===== config.mk =====
export PLATFORM = sky130hd
export DESIGN_NAME = mat_operand_loader
export DESIGN_NICKNAME = d
export VERILOG_FILES = /design/src/rtl/mat_pkg.sv /design/src/rtl/mat_elem_packer.sv /design/src/rtl/mat_operand_loader.sv
export SDC_FILE = /design/constraint.sdc
export NUM_CORES = 1
export LEC_CHECK = 0
export BUFFER_PORTS_ARGS = -buffer_cell sky130_fd_sc_hd__buf_2
export CAP_MARGIN = 20
export CORE_UTILIZATION = 30
export CTS_CLUSTER_DIAMETER = 150
export CTS_CLUSTER_SIZE = 14
export DETAILED_ROUTE_END_ITERATION = 12
export GPL_TIMING_DRIVEN = 0
export PLACE_DENSITY = 0.48
export SETUP_SLACK_MARGIN = 0.3
export SLEW_MARGIN = 30
export SYNTH_ARGS = -nofsm -noshare
export SYNTH_HDL_FRONTEND = slang
export SYNTH_HIERARCHICAL = 1
export SYNTH_SLANG_ARGS = --single-unit

===== constraint.sdc =====
create_clock -name clk -period 2.9 [get_ports clk]
set_input_delay 0.87 -clock clk [delete_from_list [all_inputs] [get_ports clk]]
set_output_delay 0.87 -clock clk [all_outputs]
set_load 0.03 [all_outputs]

===== src/rtl/mat_pkg.sv =====
// rtl/mat_pkg.sv - shared widths, loader FSM states and row-major slot mapping for the 2x2 operand loader
package mat_pkg;

  localparam int ELEM_W_DEFAULT = 8;
  localparam int DIM            = 2;
  localparam int N_ELEM         = DIM * DIM;

  typedef enum logic [1:0] {
    LOAD_A = 2'd0,
    LOAD_B = 2'd1,
    FULL   = 2'd2
  } state_t;

  // Row-major element index -> packed slot; slot 3 is the MSB element (m00).
  function automatic logic [1:0] pack_rm(input logic [1:0] idx);
    return 2'(N_ELEM - 1) - idx;
  endfunction

endpackage


===== src/rtl/mat_elem_packer.sv =====
// rtl/mat_elem_packer.sv - 4-element matrix register written by arrival index, packed row-major
module mat_elem_packer
  import mat_pkg::*;
#(
  parameter int ELEM_W   = ELEM_W_DEFAULT,
  parameter bit COLMAJOR = 1'b0
) (
  input  logic                  clk,
  input  logic                  rst_n,
  input  logic                  we,
  input  logic [1:0]            idx,
  input  logic [ELEM_W-1:0]     din,
  output logic [4*ELEM_W-1:0]   mat
);

  logic [4*ELEM_W-1:0] mat_q;
  logic [1:0]          pos;
  logic [1:0]          slot;

  // Column-major arrival swaps row/col bits of the index to get the row-major position.
  assign pos  = COLMAJOR ? {idx[0], idx[1]} : idx;
  assign slot = pack_rm(pos);

  // mat shows the pending write merged in, so the last element is usable on its own edge.
  always_comb begin
    mat = mat_q;
    if (we) mat[slot*ELEM_W +: ELEM_W] = din;
  end

  always_ff @(posedge clk or negedge rst_n) begin
    if (!rst_n) mat_q <= '0;
    else        mat_q <= mat;
  end

endmodule


===== src/rtl/mat_operand_loader.sv =====
// rtl/mat_operand_loader.sv - byte-serial A/B assembler with staging slot; MAT_LOADER_COLMAJOR_B_EN selects column-major B arrival
module mat_operand_loader
  import mat_pkg::*;
#(
  parameter int ELEM_W = ELEM_W_DEFAULT
) (
  input  logic                clk,
  input  logic                rst_n,
  input  logic [ELEM_W-1:0]   in_data,
  input  logic                in_valid,
  input  logic                in_sof,
  output logic                in_ready,
  output logic [4*ELEM_W-1:0] op_a,
  output logic [4*ELEM_W-1:0] op_b,
  output logic                op_valid,
  input  logic                op_ready,
  output logic                resync_err,
  input  logic                err_clr
);

`ifdef MAT_LOADER_COLMAJOR_B_EN
  localparam bit B_COLMAJOR = 1'b1;
`else
  localparam bit B_COLMAJOR = 1'b0;
`endif

  state_t              state, state_nx;
  logic [1:0]          idx, idx_nx;
  logic                in_ready_q;
  logic                accept, resync, last_a, last_b, slot_free;
  logic                a_we, b_we;
  logic [1:0]          a_idx;
  logic [4*ELEM_W-1:0] a_mat, b_mat, stage_a, stage_b;

  assign in_ready  = in_ready_q;
  assign accept    = in_valid && in_ready_q;
  assign resync    = accept && in_sof && !(state == LOAD_A && idx == 2'd0);
  assign last_a    = accept && !resync && state == LOAD_A && idx == 2'd3;
  assign last_b    = accept && !resync && state == LOAD_B && idx == 2'd3;
  assign slot_free = !op_valid || op_ready;

  // A resync restarts the pair with the sof byte written as a00.
  assign a_we  = accept && (state == LOAD_A || resync);
  assign a_idx = resync ? 2'd0 : idx;
  assign b_we  = accept && state == LOAD_B && !resync;

  mat_elem_packer #(.ELEM_W(ELEM_W), .COLMAJOR(1'b0)) u_pack_a (
    .clk(clk), .rst_n(rst_n), .we(a_we), .idx(a_idx), .din(in_data), .mat(a_mat)
  );

  mat_elem_packer #(.ELEM_W(ELEM_W), .COLMAJOR(B_COLMAJOR)) u_pack_b (
    .clk(clk), .rst_n(rst_n), .we(b_we), .idx(idx), .din(in_data), .mat(b_mat)
  );

  always_comb begin
    state_nx = state;
    idx_nx   = idx;
    if (resync) begin
      state_nx = LOAD_A;
      idx_nx   = 2'd1;
    end else if (accept) begin
      idx_nx = idx + 2'd1;
      if (last_a) state_nx = LOAD_B;
      if (last_b) state_nx = slot_free ? LOAD_A : FULL;
    end else if (state == FULL && op_ready) begin
      state_nx = LOAD_A;
    end
  end

  always_ff @(posedge clk or negedge rst_n) begin
    if (!rst_n) begin
      state      <= LOAD_A;
      idx        <= 2'd0;
      in_ready_q <= 1'b1;
    end else begin
      state      <= state_nx;
      idx        <= idx_nx;
      in_ready_q <= (state_nx != FULL);
    end
  end

  // FULL implies op_valid, so an op_ready there always drains staging into the output.
  always_ff @(posedge clk or negedge rst_n) begin
    if (!rst_n) begin
      op_a     <= '0;
      op_b     <= '0;
      op_valid <= 1'b0;
      stage_a  <= '0;
      stage_b  <= '0;
    end else if (state == FULL && op_ready) begin
      op_a     <= stage_a;
      op_b     <= stage_b;
      op_valid <= 1'b1;
    end else if (last_b && slot_free) begin
      op_a     <= a_mat;
      op_b     <= b_mat;
      op_valid <= 1'b1;
    end else if (last_b) begin
      stage_a  <= a_mat;
      stage_b  <= b_mat;
    end else if (op_valid && op_ready) begin
      op_valid <= 1'b0;
    end
  end

  always_ff @(posedge clk or negedge rst_n) begin
    if (!rst_n)       resync_err <= 1'b0;
    else if (resync)  resync_err <= 1'b1;
    else if (err_clr) resync_err <= 1'b0;
  end

endmodule

==> results of run 1 <==
-- cells in the final DEF (no fill, tap or decap), types with 3 or more instances in the layout --
master     instances
dfrtp_2            3
nor2b_1            7
bufinv_16          3
ha_1               9
nor2_4             3
nand3b_1           4
mux2_2            26
nand2_1           67
inv_6              4
o2bb2ai_4          6
o211ai_1          30
o2bb2ai_1         16
inv_1              5
nor2_1            39
nand4_1           64
buf_6             12
a31oi_1           35
buf_4             15
clkbuf_1          31
buf_8              3
o31ai_1           35
nand3_1           34
clkbuf_16         17
mux2_1            37
buf_1              8
o2bb2ai_2         13
a32o_1            26
dfrtp_1          195
buf_2             94
-- worst max path at each step --
stage | to | slack [ns] | cells after the start
finish | op_b[10]$_DFFE_PN0P_ | 0.37 | 11
detailed placement | op_b[4]$_DFFE_PN0P_ | -0.33 | 11
global placement | op_a[17]$_DFFE_PN0P_ | -2.64 | 1
CTS | stage_a[25]$_DFFE_PN0P_ | 0.31 | 12
global route | op_a[31]$_DFFE_PN0P_ | 0.28 | 12
floorplan | stage_a[25]$_DFFE_PN0P_ | 0.31 | 11
-- sequential cells by signal, indices dropped and copies added (netlist names), 2 cells and up --
register        count
u_pack_a/mat_q     32
state               2
op_b               32
stage_b            32
stage_a            32
idx                 2
op_a               32
u_pack_b/mat_q     32
-- final cells by class --
type | count | area [sq um] | area share, %
inverter | 8 | 32.5 | 0.298
multi-input combinational | 490 | 3830 | 35.0
buffer | 72 | 414 | 3.79
tap | 384 | 480 | 4.40
clock buffer | 20 | 457 | 4.18
sequential | 199 | 4980 | 45.6
timing repair buffer | 95 | 567 | 5.19
clock inverter | 12 | 165 | 1.51
-- routing by layer --
layer  wire [microns]  track usage, %  vias up
li1                 -               -     3144
met1            13300            26.2     3437
met2            12200            28.0      136
met3              977            3.04       14
met4              255            4.20        0
met5                0               0        -
-- through the flow --
step           setup slack, ns  setup TNS [ns]  cell area, sq um  hold WS (ns)  power (mW)
6_report                 0.372               0             10900         0.290        8.53
5_1_grt                  0.279               0             10900         0.290        8.94
4_1_cts                  0.307               0             10800         0.293        8.49
3_5_place_dp            -0.326          -10.60              9970         0.475        5.76
3_3_place_gp             -2.64         -529.68              9900         0.469        5.75
2_1_floorplan            0.305               0              9020         0.458        4.98
-- timing repair --
item	4_1_cts	5_1_grt
gates resized for setup	29	22
cloned	0	0
pin swaps	2	5
setup buffers	6	7
setup endpoints to repair	107	69
hold endpoints to repair	0	0
-- power groups by stage --
| stage | sequential (mW) | combinational (mW) | clock (mW) |
|---|---|---|---|
| 2_1_floorplan | 3.78 | 1.20 | 0 |
| 3_3_place_gp | 3.49 | 2.26 | 0 |
| 3_5_place_dp | 3.49 | 2.28 | 0 |
| 4_1_cts | 3.43 | 2.46 | 2.60 |
| 5_1_grt | 3.49 | 2.74 | 2.72 |
| 6_report | 3.43 | 2.54 | 2.55 |
-- kinds of logic (layout without fill, tap and decap cells) --
family | Yosys count | count (layout)
XOR/XNOR | 1 | 1
adder cells (fa/ha/maj) | 12 | 12
AND/OR/NAND/NOR | 242 | 242
multiplexers | 64 | 64
AO/OA/AOI/OAI | 171 | 171
flip-flops | 199 | 199
buffers and inverters | 80 | 207
==> summary.md, run 1 <==
| Metric | Value |
|---|---|
| Min-delay worst type | input pin to async pin |
| Flops & latches, synth | 199 |
| Die Wd | ~170 microns |
| Yosys warnings | 6 |
| Wire per inst | approximately 21 microns |
| Fin crit share | between 80 and 90% |
| CP Max Fanout | 10 |
| Gpl congestion | ~0.77 |
| Layout Utilization | a little under two fifths |
| Mux contribution to synthesized area | 8.09% |
| Static leakage | 5.00 nW |
| Post-synth EDFFs | 0 |
| Post-synthesis sequential area ratio | a little under three fifths |
| N_diodes | 0 |
| Most common cell in the synthesized netlist | dfrtp_1 |
| Crit path required time | ~3.3 ns |
| Clk slew on worst S/H paths | 0.08 ns |
| CTS HTree Levels | 4 |
| Final min period | approximately 2.5 ns |
| Syn avg cell area | about 12 sq um |
| Net Sw Power | a little over 3 mW |
| Synth Area in Compound Gates | 15.6% |
| CP top delay family | simple AND/OR/NAND/NOR gates |
| Startpoint Class | input pin |
| Flop pwr share | about 40% |
| Number of global-route vias before repair | 6981 |
| Cell Chain, Critical Path | buf_2 -> nand2b_4 -> buf_6 -> buf_6 -> nor3_2 -> buf_6 -> or4b_4 -> buf_6 -> o2bb2ai_2 -> nand4_1 -> a31oi_1 |
| Post-synth top area cell | dfrtp_1 |
| Layout cells sized above 1 | 26.3% |
| Clk_skew | approximately 0.012 ns |
| Crit Path Class | input pin to register |
| Post-Syn Instances | between 700 and 800 |
| Via count | 6731 |
| Worst R2R Setup Slack | between 0.3 and 0.4 ns |
| Unique masters post-synth | 47 |
| Crit end category | register |
| Most used cell, CP | buf_6 |
| Max-cap viol count | 0 |
| Layout Cells excl Fill | 1280 |
| TritonCTS sink count | between 150 and 200 |
| Simple-gate share of the synthesized area | between 10% and 20% |
| Vias per cell | between 5 and 6 |
| Cell Pwr Density | roughly 780 nW/um^2 |
| Post-synthesis cell area | ~9000 sq um |
| Main combinational cell family by area after synthesis | compound AO/OA/AOI/OAI gates |
| Worst reg2reg path depth | 10 |
| Buffers plus inverters on the worst setup path | 5 |
| Combinational share of power | around 30% |
| Final Hold Viols | 0 |
| Layout Area Growth over Synthesis | 22.7% |
| Die area | about 30000 sq um |
| Clk Latency, worst-skew pair | ~0.44 ns |
| Clock Tree Root | clkbuf_16 |
| Slew margin rel. | between 50% and 60% |
| Unrepaired setup endpoints after global routing | false |
| Starting DRC count in detailed routing | ~530 |
| IO Port Bufs | 80 |
| Status | completed |
| GRT Total Usage | 18.1% |
| Clock share of power | around 30% |
| R2r endpoint | op_a[31]$_DFFE_PN0P_ |
| Cell-internal power | about 5.5 mW |
| Worst slew pin tran | 0.726 ns |
| Synth Net Count | a little under 800 |
| Hold Buf Count CTS | 0 |
| Post-Synth Adder-Cell Area | under 10% |
| Max Clk Rate | 396 MHz |
| Share of the synthesized area in the top cell type | between 50 and 60% |
| Number of routed nets with antenna violations | 0 |
| DRC errors left | 0 |
| Worst EP arrival | 2.89 ns |
| Max VDD drop | 405 uV |
| Grt total ovfl | 0 |
| Top post-synthesis cells by area | dfrtp_1 56%, mux2_1 4.8%, nand4_1 4.5% |
| Max stage delay on crit path | 0.46 ns |
| Asr flop ratio synth | 100% |
| DP Cell Count | between 1k and 1.5k |
| IO Pins | 81 |
| Initial DRT Pass Iterations | 4 |
| Starting Density | between 30% and 40% |
| Setup violators final | 0 |
| Initial antenna violation count | 0 |
| Sw Ratio | 35.4% |
| Slew Limit Fails | 0 |
| Synth Flop Type | dfrtp_1 |
| FP Rows | 62 |
| R2R Path Start | in_ready$_DFF_PN1_ |
| Nets@finish | between 900 and 1k |
| Die Ht | 174 microns |
| Num CTS Buffers | 17 |
| Pin count of the biggest net entering global routing | 85 |
| Core area | between 20000 and 30000 sq um |
| CP max-delay cell | or4b_4 |
| Routed Wire Length | 26.8 mm |
| Synth cell count leaders | 198 x dfrtp_1, 68 x nand2_1, 64 x nand4_1 |
| Xor/xnor share of the synthesized area | 0.0983% |
| CTS tree | built |
| DP HPWL | approximately 18 mm |
| Fillers | roughly 2.9k |
| Global-route wire length before repair | between 40 and 50 mm |
| CTS max path bufs | 2 |
| Worst setup path startpoint | in_sof |
(Power assumes the default switching activity.)
==> run 2: changes to the inputs <==
Settings changed: CORE_UTILIZATION 30 to 40, PLACE_DENSITY 0.48 to 0.6.
==> summary.md, run 2 (synthesized netlist as in run 1, its figures left out) <==
| Metric | Value |
|---|---|
| Worst slack at placement | -0.287 ns (+0.0395 ns) |
| Clk Latency, worst-skew pair | 0.43 ns (about the same) |
| IO Port Bufs | 80 (unchanged) |
| Die area | 22900 sq um (-25%) |
| CP max-delay cell | or4b_4 |
| DP HPWL | 16.6 mm (-8.8%) |
| Buffers plus inverters on the worst setup path | 5 (unchanged) |
| Sw Ratio | 34.6% (-0.86 points) |
| Cell Chain, Critical Path | buf_2 -> nand2b_4 -> buf_8 -> buf_8 -> nor3_4 -> buf_6 -> or4b_4 -> buf_12 -> o2bb2ai_4 -> nand4_1 -> a31oi_1 |
| Global-route wire length before repair | 38.3 mm (-9.7%) |
| CTS HTree Levels | 4 (unchanged) |
| Worst EP arrival | 2.87 ns (-0.02 ns) |
| Initial antenna violation count | 0 (unchanged) |
| Starting Density | 40.8% (+10 points) |
| Clk slew on worst S/H paths | 0.07 ns (about the same) |
| Worst slew pin tran | 0.660 ns (-0.0656 ns) |
| Core area | 21800 sq um (-25%) |
| Layout Area Growth over Synthesis | 22.7% (about the same) |
| CP Max Fanout | 10 (unchanged) |
| Gpl congestion | 0.793 (+3.3%) |
| Layout cells sized above 1 | 27.3% (+0.96 points) |
| Flop pwr share | 39.8% (-0.5 points) |
| GRT Total Usage | 22.3% (+4.2 points) |
| Max stage delay on crit path | 0.48 ns (+0.02 ns) |
| Commonest cells after routing, fill and taps aside | 194 x dfrtp_1, 95 x buf_2, 67 x nand2_1, 64 x nand4_1, 39 x nor2_1 |
| Setup ws final | 0.383 ns (+0.0103 ns) |
| FP Rows | 54 (-13%) |
| CP top delay family | simple AND/OR/NAND/NOR gates |
| Grt total ovfl | 0 (unchanged) |
| Static leakage | 5.05 nW (+1.0%) |
| CTS tree | built |
| DRC errors left | 0 (unchanged) |
| Max VDD drop | 362 uV (-11%) |
| Number of routed nets with antenna violations | 0 (unchanged) |
| Num CTS Buffers | 17 (unchanged) |
| Final Hold Viols | 0 (unchanged) |
| Wire per inst | 21.1 microns (+0.70%) |
| Crit Path Class | input pin to register |
| Setup TNS | 0 ns (unchanged) |
| Worst reg2reg path depth | 13 (+3) |
| Starting DRC count in detailed routing | 439 (-17%) |
| Most common cell after layout, fill and taps aside | dfrtp_1 |
| Startpoint Class | input pin |
| Worst R2R Setup Slack | 0.42 ns (+0.04 ns) |
| Final min period | 2.52 ns (-0.0103 ns) |
| R2r endpoint | op_a[16]$_DFFE_PN0P_ |
| Crit end category | register |
| Vias per cell | 5.79 (+10%) |
| Number of global-route vias before repair | 6595 (-5.5%) |
| Fin crit share | 86.8% (-0.35 points) |
| Unrepaired setup endpoints after global routing | true |
| Routed Wire Length | 24.9 mm (-7.1%) |
| CTS max path bufs | 2 (unchanged) |
| Crit path required time | 3.25 ns (about the same) |
| N_diodes | 0 (unchanged) |
| Clock share of power | 30.4% (+0.4 points) |
| Net Sw Power | 2.99 mW (-1.0%) |
| TritonCTS sink count | 199 (unchanged) |
| Slew margin rel. | 55.9% (+4.3 points) |
| Min-delay worst type | input pin to async pin |
| Die Ht | 151 microns (-13%) |
| Max-cap viol count | 0 (unchanged) |
| Slew Limit Fails | 0 (unchanged) |
| Clock Tree Root | clkbuf_16 |
| Hold Buf Count CTS | 0 (unchanged) |
| R2R Path Start | idx[0]$_DFFE_PN0P_ |
| Die Wd | 151 microns (-13%) |
| Most used cell, CP | buf_8 |
| Cell Pwr Density | 791 nW/um^2 (+1.4%) |
| Cell-internal power | 5.66 mW (+2.8%) |
| Setup violators final | 0 (unchanged) |
| Via count | 6843 (+1.7%) |
| Initial DRT Pass Iterations | 6 (+2) |
| IO Pins | 81 (unchanged) |
| Clk_skew | 0.00768 ns (-0.00433 ns) |
| Nets@finish | 914 (+0.55%) |
| Hold_ws | 0.329 ns (+0.0386 ns) |
| Combinational share of power | 29.7% (about the same) |
| Pin count of the biggest net entering global routing | 77 (-9.4%) |
| Max Clk Rate | 397 MHz (+0.41%) |
| Status | completed |
-- run 2: power groups by stage --
stage	registers, mW	clock network (mW)	logic (mW)
5_1_grt	3.48	2.76	2.78
6_report	3.44	2.63	2.57
4_1_cts	3.42	2.66	2.42
3_5_place_dp	3.48	0	2.25
3_3_place_gp	3.48	0	2.22
2_1_floorplan	3.78	0	1.20
-- run 2: worst reg2reg max path, stage by stage, from the launching register on --
cell       delay (ns)
dfrtp_2          0.42
inv_2            0.09
ha_2             0.21
a21oi_4          0.08
nor2_4           0.21
buf_8            0.14
inv_4            0.04
ha_4             0.25
buf_6            0.13
nand4bb_1        0.12
buf_6            0.18
o2bb2ai_2        0.22
nand4_1          0.12
a31oi_1          0.19
-- run 2: worst max-delay path by stage --
stage | slack, ns | to | startpoint | cells after the start
6_report | 0.38 | op_b[13]$_DFFE_PN0P_ | in_sof | 11
5_1_grt | 0.26 | op_a[16]$_DFFE_PN0P_ | idx[0]$_DFFE_PN0P_ | 13
2_1_floorplan | 0.31 | stage_a[25]$_DFFE_PN0P_ | in_sof | 11
3_5_place_dp | -0.29 | op_b[4]$_DFFE_PN0P_ | in_sof | 11
4_1_cts | 0.30 | stage_a[25]$_DFFE_PN0P_ | state[1]$_DFF_PN0_ | 11
3_3_place_gp | -2.45 | op_b[2]$_DFFE_PN0P_ | rst_n | 1
-- run 2: cell type report --
type | instances | area, sq um
fillers | 1959 | 10900
clock inverters | 14 | 219
repair buffers | 100 | 601
plain buffers | 72 | 422
inverters | 8 | 32.5
flip-flops and latches | 199 | 4990
clock buffers | 18 | 429
well taps | 280 | 350
multi-input cells | 490 | 3890
-- run 2: through the flow --
step / area, sq um / total power [mW] / util, % / std cells
2_1_floorplan: 9020 / 4.98 / - / 769
3_3_place_gp: 9770 / 5.69 / 44.8 / 1129
3_5_place_dp: 9840 / 5.73 / 45.1 / 1131
4_1_cts: 10700 / 8.50 / 48.9 / 1169
5_1_grt: 10900 / 9.02 / 50.1 / 1181
6_report: 10900 / 8.65 / 50.1 / 1181
-- run 2: routing by layer --
layer / track usage (%) / vias to the layer above / part of all wire, %
li1: - / 3162 / -
met1: 32.9 / 3451 / 48
met2: 33.0 / 201 / 45
met3: 4.19 / 29 / 5.3
met4: 6.50 / 0 / 1.6
met5: 0 / - / 0
-- run 2: repair_timing --
| action | CTS | global route |
|---|---|---|
| setup endpoints to repair | 106 | 81 |
| gates resized for setup | 30 | 31 |
| hold endpoints to repair | 0 | 0 |
| pin swaps | 2 | 9 |
| buffers inserted | 6 | 12 |
